## src/rtl/fp_mul_seq_if.sv

```systemverilog
// Handshake and multiplier-unit bundle for fp_mul_seq.
// EXC_FLAGS_EN adds the flags_out signal to the bundle and both modports.
interface fp_mul_seq_if #(
  parameter int EXP_W = 8,
  parameter int MAN_W = 23
);
  logic                     in_vld;
  logic                     in_rdy;
  logic [EXP_W+MAN_W:0]     data1_in;
  logic [EXP_W+MAN_W:0]     data2_in;
  logic                     out_vld;
  logic                     out_rdy;
  logic [EXP_W+MAN_W:0]     data_out;
  logic [MAN_W:0]           mant_a_out;
  logic [MAN_W:0]           mant_b_out;
  logic                     mant_trig_out;
  logic [2*MAN_W+1:0]       mant_prod_in;
  logic                     mant_prod_vld;
`ifdef EXC_FLAGS_EN
  logic [3:0]               flags_out;

  modport slave (
    input  in_vld, data1_in, data2_in, out_rdy, mant_prod_in, mant_prod_vld,
    output in_rdy, out_vld, data_out, mant_a_out, mant_b_out, mant_trig_out, flags_out
  );
  modport master (
    output in_vld, data1_in, data2_in, out_rdy, mant_prod_in, mant_prod_vld,
    input  in_rdy, out_vld, data_out, mant_a_out, mant_b_out, mant_trig_out, flags_out
  );
`else
  modport slave (
    input  in_vld, data1_in, data2_in, out_rdy, mant_prod_in, mant_prod_vld,
    output in_rdy, out_vld, data_out, mant_a_out, mant_b_out, mant_trig_out
  );
  modport master (
    output in_vld, data1_in, data2_in, out_rdy, mant_prod_in, mant_prod_vld,
    input  in_rdy, out_vld, data_out, mant_a_out, mant_b_out, mant_trig_out
  );
`endif
endinterface

```

## src/rtl/fp_mul_seq.sv

```systemverilog
// IEEE-754 multiply sequencer: specials handled locally, significand product offloaded, RNE rounding.
// Optional EXC_FLAGS_EN adds flags_out = {invalid, overflow, underflow, inexact}.
module fp_mul_seq #(
  parameter int EXP_W = 8,
  parameter int MAN_W = 23,
  parameter int BIAS  = (1 << (EXP_W - 1)) - 1
) (
  input  logic         sys_clk,
  input  logic         sys_rst_n,
  fp_mul_seq_if.slave  bus,
  output logic [4:0]   state_dbg
);
  localparam int W  = EXP_W + MAN_W + 1;
  localparam int PW = 2 * MAN_W + 2;
  localparam logic signed [EXP_W+1:0] BIAS_E = (EXP_W+2)'(BIAS);
  localparam logic signed [EXP_W+1:0] EMAX_E = (EXP_W+2)'((1 << EXP_W) - 1);
  localparam logic signed [EXP_W+1:0] ZERO_E = '0;

  // Handshakes: in_vld/in_rdy and out_vld/out_rdy transfer on a rising edge where both
  // are high; a raised valid keeps its data stable until that edge. mant_trig_out and
  // mant_prod_vld are single-cycle pulses with no back-pressure.
  typedef enum logic [4:0] {
    S_IDLE = 5'b00001,
    S_PRE  = 5'b00010,
    S_WAIT = 5'b00100,
    S_NORM = 5'b01000,
    S_HOLD = 5'b10000
  } state_e;

  state_e                  state_q, state_d;
  logic [W-1:0]            a_q, a_d, b_q, b_d, res_q, res_d;
  logic [MAN_W:0]          ma_q, ma_d, mb_q, mb_d;
  logic [PW-1:0]           prod_q, prod_d;
  logic signed [EXP_W+1:0] exp_q, exp_d;
  logic                    trig_q, trig_d, out_vld_q, out_vld_d;
`ifdef EXC_FLAGS_EN
  logic [3:0]              flags_q, flags_d;
`endif

  logic                    sa, sb, res_sign;
  logic [EXP_W-1:0]        ea, eb;
  logic [MAN_W-1:0]        fa, fb;
  logic                    a_zero, b_zero, a_inf, b_inf, a_nan, b_nan;
  logic                    spec_nan, special;
  logic [W-1:0]            spec_res;
  logic signed [EXP_W+1:0] e_pre;

  logic                    msb, guard, sticky, rnd_up, ovf, unf;
  logic [PW-1:0]           shifted;
  logic [MAN_W:0]          sig;
  logic [MAN_W+1:0]        sig_r;
  logic signed [EXP_W+1:0] e_n;
  logic [MAN_W-1:0]        frac_n;
  logic [W-1:0]            norm_res;

  // Subnormal operands count as zero here, which is what makes FTZ fall out of the zero rule.
  always_comb begin
    {sa, ea, fa} = a_q;
    {sb, eb, fb} = b_q;
    res_sign = sa ^ sb;
    a_zero   = (ea == '0);
    b_zero   = (eb == '0);
    a_inf    = (&ea) && (fa == '0);
    b_inf    = (&eb) && (fb == '0);
    a_nan    = (&ea) && (|fa);
    b_nan    = (&eb) && (|fb);
    spec_nan = a_nan || b_nan || (a_inf && b_zero) || (b_inf && a_zero);
    special  = spec_nan || a_inf || b_inf || a_zero || b_zero;
    if (spec_nan)
      spec_res = {1'b0, {EXP_W{1'b1}}, 1'b1, {(MAN_W-1){1'b0}}};
    else if (a_inf || b_inf)
      spec_res = {res_sign, {EXP_W{1'b1}}, {MAN_W{1'b0}}};
    else
      spec_res = {res_sign, {(EXP_W+MAN_W){1'b0}}};
    e_pre = $signed({2'b00, ea}) + $signed({2'b00, eb}) - BIAS_E;
  end

  // Align the product so the hidden bit sits at the top, then round the bits below the fraction.
  always_comb begin
    msb      = prod_q[PW-1];
    shifted  = msb ? prod_q : (prod_q << 1);
    sig      = shifted[PW-1 -: MAN_W+1];
    guard    = shifted[MAN_W];
    sticky   = |shifted[MAN_W-1:0];
    rnd_up   = guard & (sticky | sig[0]);
    sig_r    = {1'b0, sig} + {{(MAN_W+1){1'b0}}, rnd_up};
    e_n      = exp_q + $signed({{(EXP_W+1){1'b0}}, msb})
                     + $signed({{(EXP_W+1){1'b0}}, sig_r[MAN_W+1]});
    frac_n   = sig_r[MAN_W+1] ? sig_r[MAN_W:1] : sig_r[MAN_W-1:0];
    ovf      = (e_n >= EMAX_E);
    unf      = (e_n <= ZERO_E);
    if (ovf)
      norm_res = {res_sign, {EXP_W{1'b1}}, {MAN_W{1'b0}}};
    else if (unf)
      norm_res = {res_sign, {(EXP_W+MAN_W){1'b0}}};
    else
      norm_res = {res_sign, e_n[EXP_W-1:0], frac_n};
  end

  always_comb begin
    state_d   = state_q;
    a_d       = a_q;
    b_d       = b_q;
    res_d     = res_q;
    ma_d      = ma_q;
    mb_d      = mb_q;
    prod_d    = prod_q;
    exp_d     = exp_q;
    trig_d    = 1'b0;
    out_vld_d = out_vld_q;
`ifdef EXC_FLAGS_EN
    flags_d   = flags_q;
`endif
    case (state_q)
      S_IDLE: begin
        if (bus.in_vld) begin
          a_d     = bus.data1_in;
          b_d     = bus.data2_in;
          state_d = S_PRE;
        end
      end
      S_PRE: begin
        if (special) begin
          res_d     = spec_res;
          out_vld_d = 1'b1;
          state_d   = S_HOLD;
`ifdef EXC_FLAGS_EN
          flags_d   = {spec_nan, 3'b000};
`endif
        end else begin
          ma_d    = {1'b1, fa};
          mb_d    = {1'b1, fb};
          exp_d   = e_pre;
          trig_d  = 1'b1;
          state_d = S_WAIT;
        end
      end
      S_WAIT: begin
        if (bus.mant_prod_vld) begin
          prod_d  = bus.mant_prod_in;
          state_d = S_NORM;
        end
      end
      S_NORM: begin
        res_d     = norm_res;
        out_vld_d = 1'b1;
        state_d   = S_HOLD;
`ifdef EXC_FLAGS_EN
        flags_d   = {1'b0, ovf, unf, guard | sticky | ovf | unf};
`endif
      end
      S_HOLD: begin
        if (bus.out_rdy) begin
          out_vld_d = 1'b0;
          state_d   = S_IDLE;
        end
      end
      default: state_d = S_IDLE;
    endcase
  end

  always_ff @(posedge sys_clk or negedge sys_rst_n) begin
    if (!sys_rst_n) begin
      state_q   <= S_IDLE;
      a_q       <= '0;
      b_q       <= '0;
      res_q     <= '0;
      ma_q      <= '0;
      mb_q      <= '0;
      prod_q    <= '0;
      exp_q     <= '0;
      trig_q    <= 1'b0;
      out_vld_q <= 1'b0;
`ifdef EXC_FLAGS_EN
      flags_q   <= '0;
`endif
    end else begin
      state_q   <= state_d;
      a_q       <= a_d;
      b_q       <= b_d;
      res_q     <= res_d;
      ma_q      <= ma_d;
      mb_q      <= mb_d;
      prod_q    <= prod_d;
      exp_q     <= exp_d;
      trig_q    <= trig_d;
      out_vld_q <= out_vld_d;
`ifdef EXC_FLAGS_EN
      flags_q   <= flags_d;
`endif
    end
  end

  assign bus.in_rdy        = (state_q == S_IDLE);
  assign bus.out_vld       = out_vld_q;
  assign bus.data_out      = res_q;
  assign bus.mant_a_out    = ma_q;
  assign bus.mant_b_out    = mb_q;
  assign bus.mant_trig_out = trig_q;
`ifdef EXC_FLAGS_EN
  assign bus.flags_out     = flags_q;
`endif
  assign state_dbg         = state_q;
endmodule

```

## src/flat_wrapper.sv

```systemverilog
// flat-port wrapper written by rule: the top's interface ports become plain ports
module fp_mul_seq_flat 
#(
  parameter int EXP_W = 8,
  parameter int MAN_W = 23,
  parameter int BIAS  = (1 << (EXP_W - 1)) - 1
)
  (sys_clk, sys_rst_n, state_dbg, bus_in_vld, bus_data1_in, bus_data2_in, bus_out_rdy, bus_mant_prod_in, bus_mant_prod_vld, bus_in_rdy, bus_out_vld, bus_data_out, bus_mant_a_out, bus_mant_b_out, bus_mant_trig_out);
  fp_mul_seq_if #(.EXP_W(EXP_W), .MAN_W(MAN_W)) bus_i ();
  input  logic sys_clk;
  input  logic sys_rst_n;
  output logic [4:0] state_dbg;
  input wire logic [$bits(bus_i.in_vld)-1:0] bus_in_vld;
  input wire logic [$bits(bus_i.data1_in)-1:0] bus_data1_in;
  input wire logic [$bits(bus_i.data2_in)-1:0] bus_data2_in;
  input wire logic [$bits(bus_i.out_rdy)-1:0] bus_out_rdy;
  input wire logic [$bits(bus_i.mant_prod_in)-1:0] bus_mant_prod_in;
  input wire logic [$bits(bus_i.mant_prod_vld)-1:0] bus_mant_prod_vld;
  output wire logic [$bits(bus_i.in_rdy)-1:0] bus_in_rdy;
  output wire logic [$bits(bus_i.out_vld)-1:0] bus_out_vld;
  output wire logic [$bits(bus_i.data_out)-1:0] bus_data_out;
  output wire logic [$bits(bus_i.mant_a_out)-1:0] bus_mant_a_out;
  output wire logic [$bits(bus_i.mant_b_out)-1:0] bus_mant_b_out;
  output wire logic [$bits(bus_i.mant_trig_out)-1:0] bus_mant_trig_out;
  assign bus_i.in_vld = bus_in_vld;
  assign bus_i.data1_in = bus_data1_in;
  assign bus_i.data2_in = bus_data2_in;
  assign bus_i.out_rdy = bus_out_rdy;
  assign bus_i.mant_prod_in = bus_mant_prod_in;
  assign bus_i.mant_prod_vld = bus_mant_prod_vld;
  assign bus_in_rdy = bus_i.in_rdy;
  assign bus_out_vld = bus_i.out_vld;
  assign bus_data_out = bus_i.data_out;
  assign bus_mant_a_out = bus_i.mant_a_out;
  assign bus_mant_b_out = bus_i.mant_b_out;
  assign bus_mant_trig_out = bus_i.mant_trig_out;
  fp_mul_seq #(.EXP_W(EXP_W), .MAN_W(MAN_W), .BIAS(BIAS)) u_core (.sys_clk(sys_clk), .sys_rst_n(sys_rst_n), .bus(bus_i), .state_dbg(state_dbg));
endmodule
```

## config.mk

```make
export PLATFORM = sky130hd
export DESIGN_NAME = fp_mul_seq_flat
export DESIGN_NICKNAME = d
export VERILOG_FILES = /design/src/rtl/fp_mul_seq_if.sv /design/src/rtl/fp_mul_seq.sv /design/src/flat_wrapper.sv
export SDC_FILE = /design/constraint.sdc
export NUM_CORES = 1
export LEC_CHECK = 0
export BUFFER_PORTS_ARGS = -buffer_cell sky130_fd_sc_hd__buf_2
export CAP_MARGIN = 30
export CORE_MARGIN = 2
export CORE_UTILIZATION = 45
export CTS_BUF_LIST = sky130_fd_sc_hd__clkbuf_8
export DETAILED_ROUTE_END_ITERATION = 8
export PLACE_DENSITY = 0.73
export SKIP_LAST_GASP = 1
export SYNTH_ARGS = -nofsm -noshare
export SYNTH_HDL_FRONTEND = slang
export SYNTH_SLANG_ARGS = --single-unit
```

## constraint.sdc

```tcl
create_clock -name sys_clk -period 6.9 [get_ports sys_clk]
set_input_delay 0.69 -clock sys_clk [delete_from_list [all_inputs] [get_ports sys_clk]]
set_output_delay 0.69 -clock sys_clk [all_outputs]
set_load 0.03 [all_outputs]
```

==> flow_summary.ini, run 1 <==
[critical_path]
r2r.worst_path.cells = 15
timing.rr.start = u_core.prod_q[47]$_DFFE_PN0P_
worst-setup-path-type = flip-flop to flip-flop
endpoint_kind = flip-flop
rr_endpoint = u_core.bus.data_out[3]$_DFFE_PN0P_
critical_path.max_fanout = 27
crit_arrival_ns = 5.63
timing.critical_path.buf_inv = 0
cp_slowest_stage_delay_ns = 0.94
crit_path_top_delay_cell = dfrtp_1
cp.required_ns = 7.31
crit_chain = mux2i_1, nor2b_1, ha_1, nand2_1, or4_1, nor4b_2, nor2b_1, xor2_1, ha_1, or4_1, nor3_1, a41o_1, mux2i_1, and3_1, a22o_1
startpoint_type = flip-flop
critical_path.top_delay_family = simple AND/OR/NAND/NOR gates
rrSetupSlack_ns = 1.68

[global_routing]
grt_pass1_wl_um = 38500
grt.overflow.total = 0
grt_use_total_pct = 20.2
grt_antenna_before_repair = 5
grt_max_degree = 100
grt_pass1_vias = 7485

[detailed_routing]
drt_iter0_markers = 305
ant_nets = 0
via_count = 7472
drc_errors = 0
dr.pass1.iters = 5
via_per_inst = 5.21
wl_per_cell_um = 16.2
routed_wirelength_um = 23200

[cells_and_area]
multi_input_area_um2 = 4450
final_common_cell = nand2_1
syn2layout_area_growth_pct = 19.3
finalInstanceArea_um2 = 11800
regArea_um2 = 5210
final_cell_mix = nand2_1, dfrtp_1, buf_2
design.final.nets = 1258
drive_gt1_share_pct = 34.3
fill_cells = 1935

[place]
io_buffers = 204
dpl_cell_area_um2 = 11200
dpl.hpwl_um = 17000
gp_congestion = 0.882

[floorplanning]
die_w_um = 153
ioPinCount = 205
core.rowCount = 54
die_y_um = 153
coreArea_um2 = 21800
start_util_pct = 45.6
die-area_um2 = 23300

[synthesis]
yosysTopAreaCellShare_pct = 52.2
async_flop_share_pct = 100
synth_top_area_cell = dfrtp_1
yosysSeqAreaShare_pct = 52.5
syn_inst = 929
netlist_area_um2 = 9920
synth_edf_count = 0
synth_seq_cells = 208
synth.area.top_cells = dfrtp_1, mux2_2, nand2_1, xnor2_1, a22o_1
ys_types = 60
syn_nets = 1058
ys.flop_type = dfrtp_1
avgSynthCellArea_um2 = 10.7
synth_warnings = 0

[timing]
relSlewSlack_pct = 38.8
fmax_ghz = 0.192
fin_hold_ws_ns = 0.0665
drv_slew = 0
setup_tns_ns = 0
fin_crit_sh_pct = 75.6
setup_viol = 0
finalHoldViolCount = 0
fin_crit_ns = 5.22
tightest_slew_ns = 0.918
fin_skew_ns = 0.0290
rsz0062_at_grt = false

[cts]
cts-root-buf = clkbuf_8
cts_hold_buf = 0
clockBufferDepth = 3
cts_resized = 0
numCtsBuffers = 35
cts-htree-levels = 2
cts_tree = done
clk_pin_slew_ns = 0.06
clock_insertion_delay_worst_skew_ns = 0.53
cts_setup_buffers = 0
cts.sinks = 208

[run_status]
outcome = complete, no violations

[min_path]
min_path_type = input pin to asynchronous set/reset pin

[power]
powerDensity_nw_per_um2 = 496
p_leak_nw = 5.82
ir_worst_vdd_uv = 297

[job]
cap_viol_max_count = 0
==> sequential cells by signal, summed over array words and instances, names as in the netlist <==
signal,flops
u_core.bus.out_vld,1
u_core.exp_q,10
u_core.bus.data_out,32
u_core.bus.mant_b_out,23
u_core.a_q,32
u_core.bus.mant_trig_out,1
u_core.state_dbg,5
u_core.bus.mant_a_out,24
u_core.b_q,32
u_core.prod_q,48
==> how the worst max path moves through the flow <==
stage / start / endpoint / slack [ns] / depth (start not counted)
after floorplan: u_core.prod_q[47]$_DFFE_PN0P_ / u_core.bus.data_out[11]$_DFFE_PN0P_ / 1.65 / 20
after detailed placement: u_core.prod_q[47]$_DFFE_PN0P_ / u_core.bus.data_out[3]$_DFFE_PN0P_ / 1.71 / 15
after CTS: u_core.prod_q[47]$_DFFE_PN0P_ / u_core.bus.data_out[19]$_DFFE_PN0P_ / 1.70 / 15
after global routing: u_core.prod_q[47]$_DFFE_PN0P_ / u_core.bus.data_out[19]$_DFFE_PN0P_ / 1.35 / 15
final: u_core.prod_q[47]$_DFFE_PN0P_ / u_core.bus.data_out[3]$_DFFE_PN0P_ / 1.68 / 15
after global placement: u_core.prod_q[47]$_DFFE_PN0P_ / u_core.bus.data_out[11]$_DFFE_PN0P_ / 1.89 / 15
==> power by group <==
part	internal [mW]	switching (mW)
combinational	1.12	1.42
clock	0.534	0.492
sequential	1.80	0.514
==> cell families after synthesis <==
group | Yosys count | share of synthesized area [%]
and+or+nand+nor | 355 | 16.3
DFF | 208 | 52.5
muxes | 131 | 14.7
AOI/OAI and AO/OA | 105 | 7.60
buffers and inverters | 66 | 2.76
xor gates and xnor gates | 52 | 4.59
adders and majority gates | 12 | 1.59
==> routing by layer <==
metal | vias up | track usage, % | wire (µm)
met2 | 244 | 30.4 | 10200
li1 | 3648 | - | -
met4 | 4 | 8.02 | 701
met5 | - | 0 | 24
met1 | 3520 | 26.9 | 10200
met3 | 56 | 7.03 | 2100
==> cells in the mapped netlist (2+ instances only) <==
library cell	number
buf_2	3
and3b_1	2
nor4_1	20
o21ai_0	25
and3_1	11
xnor2_1	35
ha_1	11
and2_1	3
clkbuf_1	33
nand2b_1	5
nor2_1	34
o211ai_1	10
o22ai_1	5
mux2i_1	13
nand2_1	214
nand4_1	13
o221a_2	4
a21o_1	4
or3_1	2
or4_1	8
nor3_1	13
and4_1	2
inv_1	16
buf_1	8
o21ai_1	5
dfrtp_1	207
buf_4	4
a22o_1	17
o31ai_1	7
a21oi_1	14
nand3_1	16
mux2_2	118
xor2_1	17
nor2b_1	4
==> per-stage QoR <==
stage / power (mW) / utilization, % / worst slack, ns / std cells
floorplan: 4.18 / - / 1.65 / 929
global placement: 4.81 / 51.3 / 1.89 / 1371
detailed placement: 4.89 / 51.4 / 1.71 / 1372
CTS: 5.94 / 54.4 / 1.70 / 1432
global route: 6.31 / 54.4 / 1.35 / 1434
finish: 5.88 / 54.4 / 1.68 / 1435
==> area by class of cell <==
| type | instances | area share [%] |
|---|---|---|
| clock inverters | 20 | 0.877 |
| repair buffers | 212 | 9.37 |
| flip-flops and latches | 208 | 44.0 |
| multi-input cells | 655 | 37.6 |
| well taps | 280 | 2.96 |
| diodes | 3 | 0.0634 |
| inverters | 17 | 0.539 |
| clock buffers | 40 | 4.65 |
==> worst register-to-register path, cell delays in order, from the launching register on <==
cell,delay [ns]
dfrtp_1,0.94
mux2i_1,0.17
nor2b_1,0.14
ha_1,0.18
nand2_1,0.07
or4_1,0.75
nor4b_2,0.49
nor2b_1,0.38
xor2_1,0.19
ha_1,0.31
or4_1,0.54
nor3_1,0.15
a41o_1,0.22
mux2i_1,0.09
and3_1,0.28
a22o_1,0.22
Note: power is estimated with default switching activity, not from simulation.
==> inputs of run 2 (changes only) <==
--- a/config.mk
+++ b/config.mk
@@ -11,7 +11,7 @@
 export CORE_UTILIZATION = 45
 export CTS_BUF_LIST = sky130_fd_sc_hd__clkbuf_8
 export DETAILED_ROUTE_END_ITERATION = 8
-export PLACE_DENSITY = 0.73
+export PLACE_DENSITY = 0.75
 export SKIP_LAST_GASP = 1
 export SYNTH_ARGS = -nofsm -noshare
 export SYNTH_HDL_FRONTEND = slang
==> constraint.sdc (replaced) <==
create_clock -name sys_clk -period 4.45 [get_ports sys_clk]
set_input_delay 0.445 -clock sys_clk [delete_from_list [all_inputs] [get_ports sys_clk]]
set_output_delay 0.445 -clock sys_clk [all_outputs]
set_load 0.03 [all_outputs]
==> run 2 against run 1 <==
Net effect:
- count of clock-buffer cells in the layout rose by 6
- wire length rose by 3.9%
- critical path depth did not move
- non-clock buffer count rose by 7
- hold slack improved by 0.022 ns
- sequential share of layout area fell by 0.52 points
- via count rose by 2.0%
- sequential power rose by 55%
- clock power rose by 67%
- clock skew rose by 0.013 ns
- flip-flop and latch count did not move
- largest cell class unchanged
==> flow_summary.ini, run 2 (synthesis gave the netlist of run 1 again) <==
[floorplanning]
start_util_pct = 45.6
coreArea_um2 = 21800
ioPinCount = 205
die-area_um2 = 23300
die_y_um = 153
core.rowCount = 54
die_w_um = 153

[min_path]
hold_path_end = u_core.prod_q[42]$_DFFE_PN0P_
min_path_type = input pin to flip-flop
min_from = bus_mant_prod_in[42]
worstHoldPathCells = 3

[timing]
fmax_ghz = 0.243
drv_slew = 0
finalHoldViolCount = 0
fin_skew_ns = 0.0419
fin_crit_ns = 4.12
rsz0062_at_grt = false
fin_crit_sh_pct = 92.5
setup_viol = 0
tightest_slew_ns = 0.870
setup_tns_ns = 0
setup_slack_ns = 0.334
relSlewSlack_pct = 41.9

[detailed_routing]
wl_per_cell_um = 16.7
routed_wirelength_um = 24100
via_per_inst = 5.27
drt_iter0_markers = 547
via_count = 7621
dr.pass1.iters = 5
drc_errors = 0
ant_nets = 0

[global_routing]
grt_antenna_before_repair = 5
grt_use_total_pct = 21.0
grt_pass1_wl_um = 40000
grt.overflow.total = 0
grt_max_degree = 77
grt_pass1_vias = 7756

[critical_path]
crit_path_top_delay_cell = or4_1
cp.required_ns = 4.85
rrSetupSlack_ns = 0.33
startpoint_type = flip-flop
critical_path.max_fanout = 7
r2r.worst_path.cells = 15
cp_slowest_stage_delay_ns = 0.49
timing.rr.start = u_core.prod_q[47]$_DFFE_PN0P_
worst-setup-path-type = flip-flop to flip-flop
crit_arrival_ns = 4.51
endpoint_kind = flip-flop
rr_endpoint = u_core.bus.data_out[19]$_DFFE_PN0P_
crit_chain = mux2i_1, nor2b_1, ha_2, nand2_1, or4_1, nor4b_4, nor2b_4, xor2_1, ha_1, or4_1, nor3_1, a41o_1, mux2i_1, and3_1, a22o_1

[cells_and_area]
final_cells = 1446
drive_gt1_share_pct = 35.2
top_register = u_core.prod_q
syn2layout_area_growth_pct = 20.8
final_common_cell = nand2_1
design.final.nets = 1267
largest_reg_flops = 48
final_cell_mix = nand2_1, dfrtp_1, buf_2

[job]
cap_viol_max_count = 0

[cts]
cts-root-buf = clkbuf_8
cts.sinks = 208
cts_tree = done
numCtsBuffers = 37
clock_insertion_delay_worst_skew_ns = 0.54
cts-htree-levels = 2
clockBufferDepth = 3
clk_pin_slew_ns = 0.06
cts_setup_buffers = 0

[power]
p_leak_nw = 5.90
ir_worst_vdd_uv = 483
powerDensity_nw_per_um2 = 780

[place]
dp_cells = 1378
place_ws_ns = 0.350
io_buffers = 204
dpl.hpwl_um = 17600
gp_congestion = 0.910

[run_status]
outcome = complete, no violations
run 2: worst max path at each step:
| stage | from | end | slack, ns | depth (start not counted) |
|---|---|---|---|---|
| floorplan | u_core.prod_q[47]$_DFFE_PN0P_ | u_core.bus.data_out[19]$_DFFE_PN0P_ | 0.009 | 20 |
| global placement | u_core.prod_q[47]$_DFFE_PN0P_ | u_core.bus.data_out[5]$_DFFE_PN0P_ | 0.46 | 15 |
| detailed placement | u_core.prod_q[47]$_DFFE_PN0P_ | u_core.bus.data_out[3]$_DFFE_PN0P_ | 0.35 | 15 |
| CTS | u_core.prod_q[47]$_DFFE_PN0P_ | u_core.bus.data_out[19]$_DFFE_PN0P_ | 0.28 | 15 |
| global route | u_core.prod_q[47]$_DFFE_PN0P_ | u_core.bus.data_out[21]$_DFFE_PN0P_ | 0.02 | 16 |
| finish | u_core.prod_q[47]$_DFFE_PN0P_ | u_core.bus.data_out[19]$_DFFE_PN0P_ | 0.33 | 15 |
run 2: worst max-delay path, delay by kind of cell, from the launching register on:
| family | cells | cell delay, ns |
|---|---|---|
| AOI/OAI and AO/OA | 2 | 0.41 |
| xor gates and xnor gates | 1 | 0.16 |
| adders and majority gates | 2 | 0.49 |
| DFF | 1 | 0.46 |
| muxes | 2 | 0.25 |
| and+or+nand+nor | 8 | 2.21 |
run 2: cell type report:
class                           count  area (µm²)
Multi-Input combinational cell    655        4470
Clock inverter                     17        91.3
Fill cell                        1928        9770
Clock buffer                       46         633
Tap cell                          280         350
Sequential cell                   208        5210
Antenna cell                        4        10.0
Timing Repair Buffer              219        1160
Inverter                           17        63.8
run 2: power breakdown:
group / internal, mW / total (mW) / switching [mW]
sequential: 2.79 / 3.57 / 0.783
combinational: 1.75 / 4.05 / 2.30
clock: 0.940 / 1.72 / 0.784
run 2: stage by stage:
| step | utilization (%) | hold WS (ns) | power (mW) | cell area, µm² |
|---|---|---|---|---|
| after CTS | 55.0 | 0.0683 | 9.42 | 12000 |
| after global placement | 51.6 | 0.460 | 7.48 | 11200 |
| after global routing | 55.1 | 0.0802 | 9.99 | 12000 |
| after floorplan | - | 0.149 | 6.53 | 10000 |
| after detailed placement | 51.6 | 0.467 | 7.64 | 11200 |
| final | 55.1 | 0.0890 | 9.35 | 12000 |
run 2: metal layers:
metal	share of wire [%]	routed length, µm	vias up	global-route usage [%]
met5	0.029	7	-	0
met4	3.0	725	2	8.51
met3	8.6	2070	53	6.57
met2	45	11000	266	33.3
met1	43	10400	3628	27.0
li1	-	-	3672	-
run 2: what timing repair did:
item                                    4_1_cts  5_1_grt
hold buffers                                  1        0
hold endpoints to repair                     73        0
resized for setup                             0        1
endpoints found under the setup margin        0       10
